File: src/rtl/stream_crop.sv
// Region-of-interest cropper: forwards only pixels inside a programmable window.
// Optional STREAM_CROP_BYPASS_EN: with enable=0 the stream passes through unchanged.
module stream_crop #(
   parameter int                          PIXEL_WIDTH    = 8,
   parameter int                          DATA_WIDTH     = 32,
   parameter int                          COORD_WIDTH    = 16,
   parameter logic [DATA_WIDTH-1:0]       DEFAULT_SCR    = '0,
   parameter logic [DATA_WIDTH-1:0]       DEFAULT_IMG_W  = 320,
   parameter logic [DATA_WIDTH-1:0]       DEFAULT_ORIGIN = '0,
   parameter logic [DATA_WIDTH-1:0]       DEFAULT_SIZE   = '0
) (
   input  logic                   clk_proc,
   input  logic                   reset_n,
   input  logic [PIXEL_WIDTH-1:0] in_data,
   input  logic                   in_dv,
   input  logic                   in_sop,
   input  logic                   in_eop,
   output logic [PIXEL_WIDTH-1:0] out_data,
   output logic                   out_dv,
   output logic                   out_sop,
   output logic                   out_eop,
   input  logic [2:0]             addr_rel_i,
   input  logic                   wr_i,
   input  logic [DATA_WIDTH-1:0]  datawr_i,
   input  logic                   rd_i,
   output logic [DATA_WIDTH-1:0]  datard_o
);

   localparam int CW = COORD_WIDTH;
   localparam int HI = DATA_WIDTH / 2;

   typedef enum logic {
      S_WAIT_SOP,
      S_IN_FRAME
   } state_t;

   state_t r_state;
   state_t w_state_nxt;

   // programmed register set
   logic          r_scr_en;
   logic [CW-1:0] r_img_w;
   logic [CW-1:0] r_x0;
   logic [CW-1:0] r_y0;
   logic [CW-1:0] r_w;
   logic [CW-1:0] r_h;

   // working set latched at each accepted sop
   logic          r_en;
   logic [CW-1:0] r_wimg;
   logic [CW-1:0] r_wx0;
   logic [CW-1:0] r_wy0;
   logic [CW-1:0] r_ww;
   logic [CW-1:0] r_wh;

   logic [CW-1:0] r_x;
   logic [CW-1:0] r_y;
   logic          r_win_done;
   logic          r_trunc;
   logic          r_resync;
   logic [15:0]   r_frames;

   logic          w_accept_sop;
   logic          w_pix;
   logic          w_en;
   logic [CW-1:0] w_imgw;
   logic [CW-1:0] w_x0;
   logic [CW-1:0] w_y0;
   logic [CW-1:0] w_w;
   logic [CW-1:0] w_h;
   logic [CW-1:0] w_x;
   logic [CW-1:0] w_y;
   logic [CW:0]   w_xe;
   logic [CW:0]   w_ye;
   logic [CW:0]   w_x0e;
   logic [CW:0]   w_y0e;
   logic [CW:0]   w_we;
   logic [CW:0]   w_he;
   logic          w_in_x;
   logic          w_in_y;
   logic          w_inside;
   logic          w_first;
   logic          w_last;
   logic          w_done;
   logic          w_x_wrap;
   logic          w_trunc_set;
   logic          w_st_wr;
   logic          w_o_dv;
   logic          w_o_sop;
   logic          w_o_eop;
   logic          w_frame_inc;
   logic [DATA_WIDTH-1:0] w_rd;

   assign w_accept_sop = in_dv & in_sop;
   assign w_pix = in_dv & (w_accept_sop | (r_state == S_IN_FRAME));

   // the sop pixel is judged against the freshly latched settings at (0,0)
   assign w_en   = w_accept_sop ? r_scr_en : r_en;
   assign w_imgw = w_accept_sop ? r_img_w  : r_wimg;
   assign w_x0   = w_accept_sop ? r_x0     : r_wx0;
   assign w_y0   = w_accept_sop ? r_y0     : r_wy0;
   assign w_w    = w_accept_sop ? r_w      : r_ww;
   assign w_h    = w_accept_sop ? r_h      : r_wh;
   assign w_x    = w_accept_sop ? '0       : r_x;
   assign w_y    = w_accept_sop ? '0       : r_y;
   assign w_done = w_accept_sop ? 1'b0     : r_win_done;

   // one extra bit so origin+size never wraps
   assign w_xe  = {1'b0, w_x};
   assign w_ye  = {1'b0, w_y};
   assign w_x0e = {1'b0, w_x0};
   assign w_y0e = {1'b0, w_y0};
   assign w_we  = {1'b0, w_w};
   assign w_he  = {1'b0, w_h};

   assign w_in_x = (w_xe >= w_x0e) && (w_xe < w_x0e + w_we);
   assign w_in_y = (w_ye >= w_y0e) && (w_ye < w_y0e + w_he);
   assign w_inside = w_pix & w_in_x & w_in_y;
   assign w_first = w_inside & (w_x == w_x0) & (w_y == w_y0);
   assign w_last = w_inside
                 & (w_xe + 1'b1 == w_x0e + w_we)
                 & (w_ye + 1'b1 == w_y0e + w_he);
   assign w_x_wrap = (w_x == w_imgw - 1'b1);

   assign w_trunc_set = w_pix & in_eop & w_en
                      & (w_w != '0) & (w_h != '0)
                      & ~(w_last | w_done);
   assign w_st_wr = wr_i & (addr_rel_i == 3'd4);

`ifdef STREAM_CROP_BYPASS_EN
   always_comb begin
      w_o_dv      = w_inside;
      w_o_sop     = w_first;
      w_o_eop     = w_last;
      w_frame_inc = w_last;
      if (!w_en) begin
         w_o_dv      = in_dv;
         w_o_sop     = in_dv & in_sop;
         w_o_eop     = in_dv & in_eop;
         w_frame_inc = in_dv & in_eop;
      end
   end
`else
   always_comb begin
      w_o_dv      = w_en & w_inside;
      w_o_sop     = w_en & w_first;
      w_o_eop     = w_en & w_last;
      w_frame_inc = w_en & w_last;
   end
`endif

   always_comb begin
      w_state_nxt = r_state;
      if (w_pix && in_eop) begin
         w_state_nxt = S_WAIT_SOP;
      end else if (w_accept_sop) begin
         w_state_nxt = S_IN_FRAME;
      end
   end

   always_comb begin
      w_rd = '0;
      case (addr_rel_i)
         3'd0: w_rd[0] = r_scr_en;
         3'd1: w_rd[CW-1:0] = r_img_w;
         3'd2: begin
            w_rd[CW-1:0] = r_x0;
            w_rd[HI +: CW] = r_y0;
         end
         3'd3: begin
            w_rd[CW-1:0] = r_w;
            w_rd[HI +: CW] = r_h;
         end
         3'd4: begin
            w_rd[DATA_WIDTH-1 -: 16] = r_frames;
            w_rd[1] = r_resync;
            w_rd[0] = r_trunc;
         end
         default: w_rd = '0;
      endcase
   end

   always_ff @(posedge clk_proc or negedge reset_n) begin
      if (!reset_n) begin
         r_scr_en <= DEFAULT_SCR[0];
         r_img_w  <= DEFAULT_IMG_W[CW-1:0];
         r_x0     <= DEFAULT_ORIGIN[CW-1:0];
         r_y0     <= DEFAULT_ORIGIN[HI +: CW];
         r_w      <= DEFAULT_SIZE[CW-1:0];
         r_h      <= DEFAULT_SIZE[HI +: CW];
         datard_o <= '0;
      end else begin
         if (wr_i) begin
            case (addr_rel_i)
               3'd0: r_scr_en <= datawr_i[0];
               3'd1: r_img_w <= datawr_i[CW-1:0];
               3'd2: begin
                  r_x0 <= datawr_i[CW-1:0];
                  r_y0 <= datawr_i[HI +: CW];
               end
               3'd3: begin
                  r_w <= datawr_i[CW-1:0];
                  r_h <= datawr_i[HI +: CW];
               end
               default: ;
            endcase
         end
         if (rd_i) begin
            datard_o <= w_rd;
         end
      end
   end

   always_ff @(posedge clk_proc or negedge reset_n) begin
      if (!reset_n) begin
         r_state    <= S_WAIT_SOP;
         r_en       <= 1'b0;
         r_wimg     <= '0;
         r_wx0      <= '0;
         r_wy0      <= '0;
         r_ww       <= '0;
         r_wh       <= '0;
         r_x        <= '0;
         r_y        <= '0;
         r_win_done <= 1'b0;
      end else begin
         r_state <= w_state_nxt;
         if (w_accept_sop) begin
            r_en   <= r_scr_en;
            r_wimg <= r_img_w;
            r_wx0  <= r_x0;
            r_wy0  <= r_y0;
            r_ww   <= r_w;
            r_wh   <= r_h;
         end
         if (w_pix) begin
            r_x        <= w_x_wrap ? '0 : w_x + 1'b1;
            r_y        <= w_x_wrap ? w_y + 1'b1 : w_y;
            r_win_done <= w_done | w_last;
         end
      end
   end

   // status: hardware set wins over a same-cycle write-1-clear
   always_ff @(posedge clk_proc or negedge reset_n) begin
      if (!reset_n) begin
         r_trunc  <= 1'b0;
         r_resync <= 1'b0;
         r_frames <= '0;
      end else begin
         r_trunc  <= w_trunc_set
                   | (r_trunc & ~(w_st_wr & datawr_i[0]));
         r_resync <= (w_accept_sop & (r_state == S_IN_FRAME))
                   | (r_resync & ~(w_st_wr & datawr_i[1]));
         if (w_frame_inc) begin
            r_frames <= r_frames + 16'd1;
         end
      end
   end

   always_ff @(posedge clk_proc or negedge reset_n) begin
      if (!reset_n) begin
         out_data <= '0;
         out_dv   <= 1'b0;
         out_sop  <= 1'b0;
         out_eop  <= 1'b0;
      end else begin
         out_data <= w_o_dv ? in_data : '0;
         out_dv   <= w_o_dv;
         out_sop  <= w_o_sop;
         out_eop  <= w_o_eop;
      end
   end

endmodule
File: config.mk
export PLATFORM = sky130hd
export DESIGN_NAME = stream_crop
export DESIGN_NICKNAME = d
export VERILOG_FILES = /design/src/rtl/stream_crop.sv
export SDC_FILE = /design/constraint.sdc
export NUM_CORES = 1
export LEC_CHECK = 0
export ABC_AREA = 1
export BUFFER_PORTS_ARGS = -buffer_cell sky130_fd_sc_hd__buf_2
export CAP_MARGIN = 20
export CORE_MARGIN = 3
export CORE_UTILIZATION = 50
export DETAILED_ROUTE_END_ITERATION = 12
export PLACE_DENSITY_LB_ADDON = 0.05
export RECOVER_POWER = 25
export SLEW_MARGIN = 10
export SYNTH_ARGS = -nofsm -noshare
export SYNTH_HDL_FRONTEND = slang
export SYNTH_SLANG_ARGS = --single-unit
File: constraint.sdc
create_clock -name clk_proc -period 3.5 [get_ports clk_proc]
set_input_delay 0.175 -clock clk_proc [delete_from_list [all_inputs] [get_ports clk_proc]]
set_output_delay 0.175 -clock clk_proc [all_outputs]
set_load 0.02 [all_outputs]
After elaboration in Yosys (flattened, before gate mapping)
Cells that the tools add are included.
{"block": "totals", "ff_bits": 257, "latch_bits": 0, "ram_bits": 0, "rom_bits": 0, "in_bits": 50, "out_inout_bits": 43, "wordCells": 103, "mem_count": 0}
{"block": "classes", "n_addsub": 8, "mul": 0, "n_div": 0, "n_lt_le_gt_ge": 4, "eq_ne": 9, "n_shift": 0, "muxes": 18, "n_bitwise": 29, "reduce_logical": 11}
{"op": "two-way mux 16 bit", "count": 9}
{"op": "adder 16 x 1 -> 16 bit, second input constant", "count": 3}
{"op": "equality test 16 bit", "count": 3}
{"op": "one-hot mux 16 bit (3 select lines)", "count": 1}
{"op": "one-hot mux 14 bit (3 select lines)", "count": 1}
{"op": "adder 16 x 1 -> 17 bit, second input constant", "count": 2}
{"op": "adder 16 x 16 -> 17 bit", "count": 2}
{"op": "equality test 17 bit", "count": 2}
{"op": "< comparator 16 x 17 -> 1 bit", "count": 2}
{"op": "greater-or-equal comparator 16 bit", "count": 2}
{"op": "nonzero test 16 bit", "count": 2}
{"op": "bitwise AND 1 bit", "count": 22}
{"op": "subtractor 16 x 1 -> 16 bit, second input constant", "count": 1}
{"op": "two-way mux 8 bit", "count": 1}
{"op": "AND reduction 2 bit", "count": 4}
{"op": "equality test 3 x 2 -> 1 bit, second input constant", "count": 2}
{"op": "one-hot mux 1 bit (5 select lines)", "count": 1}
{"op": "two-way mux 1 bit", "count": 4}
{"op": "OR 1 bit", "count": 4}
{"op": "one-hot mux 1 bit (4 select lines)", "count": 1}
{"op": "equality test 3 x 1 -> 1 bit, second input constant", "count": 1}
{"op": "equality test 3 bit, second input constant", "count": 1}
{"op": "logical AND 1 bit", "count": 3}
{"op": "logical NOT 3 bit", "count": 1}
{"op": "other kinds (2)", "count": 4}

Depth between registers and ports, before layout
{"block": "depth", "word_depth": 13, "mapped_depth": 41, "ltp_nobuf": 35}

Least setup slack after synthesis
No wires, ideal clock.
{"block": "synth_path", "kind": "input to register", "start": "in in_dv", "end": "reg r_frames[13]", "setup_ns": 0.116, "arrival_ns": 4.751, "required_time_ns": 3.384, "setup_slack_ns": -1.367, "cell_stages": 39, "n_path_buf": 8, "path_cell_list": "buf_6 > nand2_8 > buf_8 > buf_12 > buf_6 > clkbuf_1 > clkbuf_1 > clkbuf_1 > nand2_1 > nand2_1 > ha_1 > inv_1 > fa_1 > o21ai_0 > nand2_1 > nand2_1 > nand3_2 > nand2_1 > (+3 left out) > ha_1 > a21oi_1 > nor3_1 > a211oi_1 > nand2_1 > nand2_1 > nand2_1 > nand2_1 > nand2_1 > nand2_1 > nand3_1 > nor2_4 > inv_2 > nor2_4 > buf_6 > nand2_1 > nand2_1 > nand2_1"}
{"block": "synth_via", "elab_chain_len": 10, "word_cells_on_any_way": 27, "cone_classes": "add/sub: 4; order compare: 4; eq/ne: 2; mux: 7; bitwise: 8; reduce/logical: 2"}
{"element": "start, declared", "line_no": "15", "rtl": "input logic in_dv,"}
{"element": "bitwise AND 1 bit *", "line_no": "94", "rtl": "assign w_accept_sop = in_dv & in_sop;"}
{"element": "two-way mux 16 bit *"}
{"element": "named net w_x0[0]", "line_no": "67", "rtl": "logic [CW-1:0] w_x0;"}
{"element": "adder 16 x 16 -> 17 bit", "line_no": "116, 121"}
{"element": "< comparator 16 x 17 -> 1 bit", "line_no": "116", "rtl": "assign w_in_x = (w_xe >= w_x0e) && (w_xe < w_x0e + w_we);"}
{"element": "logical AND 1 bit", "line_no": "116"}
{"element": "bitwise AND 1 bit (2 in series)", "line_no": "118", "rtl": "assign w_inside = w_pix & w_in_x & w_in_y;"}
{"element": "bitwise AND 1 bit *", "line_no": "121", "rtl": "& (w_xe + 1'b1 == w_x0e + w_we)"}
{"element": "bitwise AND 1 bit *", "line_no": "122", "rtl": "& (w_ye + 1'b1 == w_y0e + w_he);"}
{"element": "bitwise AND 1 bit *", "line_no": "148", "rtl": "w_frame_inc = w_en & w_last;"}
{"element": "end signal, assigned", "line_no": "256", "rtl": "r_frames <= r_frames + 16'd1;"}
{"element": "end, declared", "line_no": "61", "rtl": "logic [15:0] r_frames;"}
The timed path passes the listed nets; every way through them passes the cells marked *.
A chain may end at the register's enable or synchronous reset.

Worst setup path in the final report
{"block": "layout_path", "start": "reg r_w[0]", "end": "reg r_frames[1]"}
{"block": "layout_via", "elab_chain_len": 9, "word_cells_on_any_way": 10, "cone_classes": "add/sub: 1; order compare: 1; eq/ne: 1; mux: 1; bitwise: 5; reduce/logical: 1"}
{"element": "start, declared", "line_no": "45", "rtl": "logic [CW-1:0] r_w;"}
{"element": "start signal, assigned", "line_no": "189", "rtl": "r_w <= DEFAULT_SIZE[CW-1:0];"}
{"element": "start signal, assigned", "line_no": "202", "rtl": "r_w <= datawr_i[CW-1:0];"}
{"element": "two-way mux 16 bit *"}
{"element": "named net w_w[0]", "line_no": "69", "rtl": "logic [CW-1:0] w_w;"}
{"element": "adder 16 x 16 -> 17 bit *", "line_no": "116, 121"}
{"element": "< comparator 16 x 17 -> 1 bit", "line_no": "116"}
{"element": "logical AND 1 bit", "line_no": "116"}
{"element": "bitwise AND 1 bit (2 in series)", "line_no": "118"}
{"element": "bitwise AND 1 bit *", "line_no": "121"}
{"element": "bitwise AND 1 bit *", "line_no": "122"}
{"element": "bitwise AND 1 bit *", "line_no": "148"}
Marked as above.

==> results_dict.tcl <==
set metrics [dict create \
    reg2reg_slack_ns -0.47 \
    critPathMaxFanout 3 \
    wl_mm 56.3 \
    drv_cap 1 \
    violations "max-capacitance violations, max-slew violations, negative setup slack" \
    grt_use_total 0.310 \
    nets 2985 \
    area.growth.synth_to_final_pct 35.6 \
    final_util 0.692 \
    timing.critical_path.arrival_ns 4.44 \
    outcome "complete, but fails checks" \
    hp-class "in -> reg" \
    cts.sink_count 257 \
    synth_most_common_cell "nand2_1" \
    numCtsBuffers 30 \
    ys.flop_type "dfrtp_1" \
    drt_iter0_drc 1274 \
    ir_drop_v 0.000455 \
    grt_max_degree 82 \
    detail-route-antenna-nets 0 \
    tritoncts "built" \
    htreeDepth 1 \
    drv_slew 81 \
    critPathSlowestCell "dfrtp_1" \
    wl_per_cell_microns 17.1 \
    layout_setup_ws_ns -0.469 \
    postSynthRegisterBits 257 \
    crit_top_cell "nand2_1" \
    grt_pass1_wl_mm 87.7 \
    synth-edff-count 0 \
    cts_root_buf "clkbuf_16" \
    placed_area_sq_um 20700 \
    core_area_sq_um 32800 \
    hold_violations 0 \
    dieWidth_microns 189 \
    drive_gt1_frac 0.272 \
    path_clk_slew_ns 0.06 \
    yosysTopAreaCellShare 0.381 \
    clock_latency_ns 0.60 \
    worst_path_largest_cell_delay_ns 0.36 \
    remaining_drc_errors 0 \
    skew_ns 0.0247 \
    routed-via-count 17200 \
    netlist_area_sq_um 16700 \
    syn-instance-count 2287 \
    grt_antenna_before_repair 1 \
    rows 66 \
    ys_types 57 \
    synth_warnings 0 \
    power_leakage_nw 12.2 \
    placement.io_buffers 92 \
    yosysTopAreaCell "dfrtp_1" \
    crit_path_start_kind "register" \
    relSlewSlack -0.476 \
    worst_slew_pin_slew_ns 2.21 \
    diodes 0 \
    start_util 0.510 \
    routabilityCongestion 0.966 \
    first_pass_iters 6 \
    powerDensity_nw_per_um2 552 \
    fmax_ghz 0.252 \
    rsz0062_at_grt "yes" \
    clk_path_buf_depth 3 \
    ios 93 \
    setup_violations 29 \
    finalInstanceArea_sq_um 22700 \
    crit_required_ns 3.97 \
    via_per_inst 5.21 \
    r2r_cells 31 \
    critPathCaptureType "register" \
    first_global_vias 16300 \
    synth_commonest_cells "nand2_1 (664), inv_1 (326), dfrtp_1 (255)" \
    die_h_microns 189 \
    grt-ovfl-total 0 \
    die_area_sq_um 35700 \
    min_path_cells 4 \
    path_class "reg -> reg" \
    finalCriticalPeriod_ns 3.97 \
    syn-mean-instance-area_sq_um 7.32 \
    min_period_over_period 1.13 \
    synth_seq_area_share 0.384 \
    syn_nets 2436 \
    async_flop_share 1.00 \
    dpl.hpwl_mm 43.1 \
    synth_area_leaders "dfrtp_1 (38%), nand2_1 (15%), inv_1 (7.3%), ha_1 (7.3%), o21ai_0 (5.4%)" \
]
[path summary, 6_finish.rpt]
path	startpoint	end
min in group asynchronous	reset_n	r_x[13]
hold / removal	in_sop	r_ww[0]
hold reg to reg	r_frames[13]	r_frames[13]
max in group asynchronous	reset_n	r_img_w[8]
setup reg to reg	r_w[0]	r_frames[1]
setup / recovery	r_w[0]	r_frames[1]
[layer usage]
| metal | vias to the layer above | GRT usage | part of all wire |
|---|---|---|---|
| li1 | 8483 | - | - |
| met1 | 8090 | 0.469 | 0.48 |
| met2 | 560 | 0.459 | 0.42 |
| met3 | 85 | 0.0572 | 0.071 |
| met4 | 0 | 0.0785 | 0.026 |
| met5 | - | 0 | 0 |
[through the flow]
step           cells  setup TNS (ns)  power [mW]  hold slack (ns)  setup WS (ns)
2_1_floorplan   2287          -15.20        6.21           -0.121         -0.743
3_3_place_gp    3173          -17.94        8.81            0.199         -0.712
3_5_place_dp    3173          -21.13        8.91            0.193         -0.806
4_1_cts         3287          -12.21        12.3           0.0463         -0.518
5_1_grt         3302          -18.19        13.3           0.0597         -0.723
6_report        3302          -11.29        12.5           0.0543         -0.469
[state kept, by name, summed over array words and instances (netlist names), 8 cells and up]
register and count:
datard_o 32, r_w 16, r_frames 16, r_y 16, r_wx0 16, r_wh 16, r_x0 16, r_wimg 16
r_y0 16, r_img_w 16, r_h 16, out_data 8, r_x 16, r_ww 16, r_wy0 16
[repair_timing]
item | CTS | global route
hold buffers | 45 | 0
endpoints found under the hold margin | 169 | 0
buffers inserted | 13 | 13
pin swaps | 9 | 32
setup endpoints to repair | 29 | 29
resized for setup | 16 | 82
[kinds of logic (layout without fill, tap and decap cells)]
family          count (synthesis)  count (layout)  synth area share
compound gates                304             304            0.0997
xor+xnor                       37              37            0.0194
fa+ha+maj                      99              99            0.0749
buf+inv                       394             967            0.0956
flops                         257             257             0.384
mux                            30              30            0.0200
simple gates                 1166            1166             0.306
[where the power goes]
part | internal, mW | total [mW] | switching (mW)
Combinational | 2.63 | 5.60 | 2.97
Sequential | 3.40 | 3.69 | 0.284
Clock | 1.90 | 3.25 | 1.34
[placed cells by master, fill, tap and decap left out, drive strengths merged, types with 2 or more instances in the layout]
cell           n
clkbuf        68
o21bai         9
o221ai         8
inv          333
nor3          34
nand4         48
a21oi         55
buf          509
nor2         175
xor2          28
clkinvlp       2
bufinv         2
nor4          13
mux2i          2
nand3b         5
nand2        685
xnor2          9
or2           30
ha            97
a21o           5
o22ai          4
nand3        172
o21ai        203
dfrtp        255
and2           2
fa             2
mux2          28
dlygate4sd3   45
o211ai        11
a22oi          4
dfstp          2
clkinv         8
[area by class of cell]
cell class / instances / area (sq um)
repair buffers: 577 / 4280
fillers: 2780 / 10100
inverters: 334 / 1260
clock inverters: 11 / 139
multi-input cells: 1636 / 9150
flip-flops and latches: 257 / 6430
well taps: 442 / 553
clock buffers: 45 / 887
[critical path, delay by kind of cell, from the launching register on]
family,cells,cell delay [ns]
AND/OR/NAND/NOR,19,1.60
adder cells (fa/ha/maj),3,0.85
AO/OA/AOI/OAI,4,0.53
buffers and inverters,5,0.50
flip-flops,1,0.36
No activity file was read; power rests on OpenSTA's default activity.
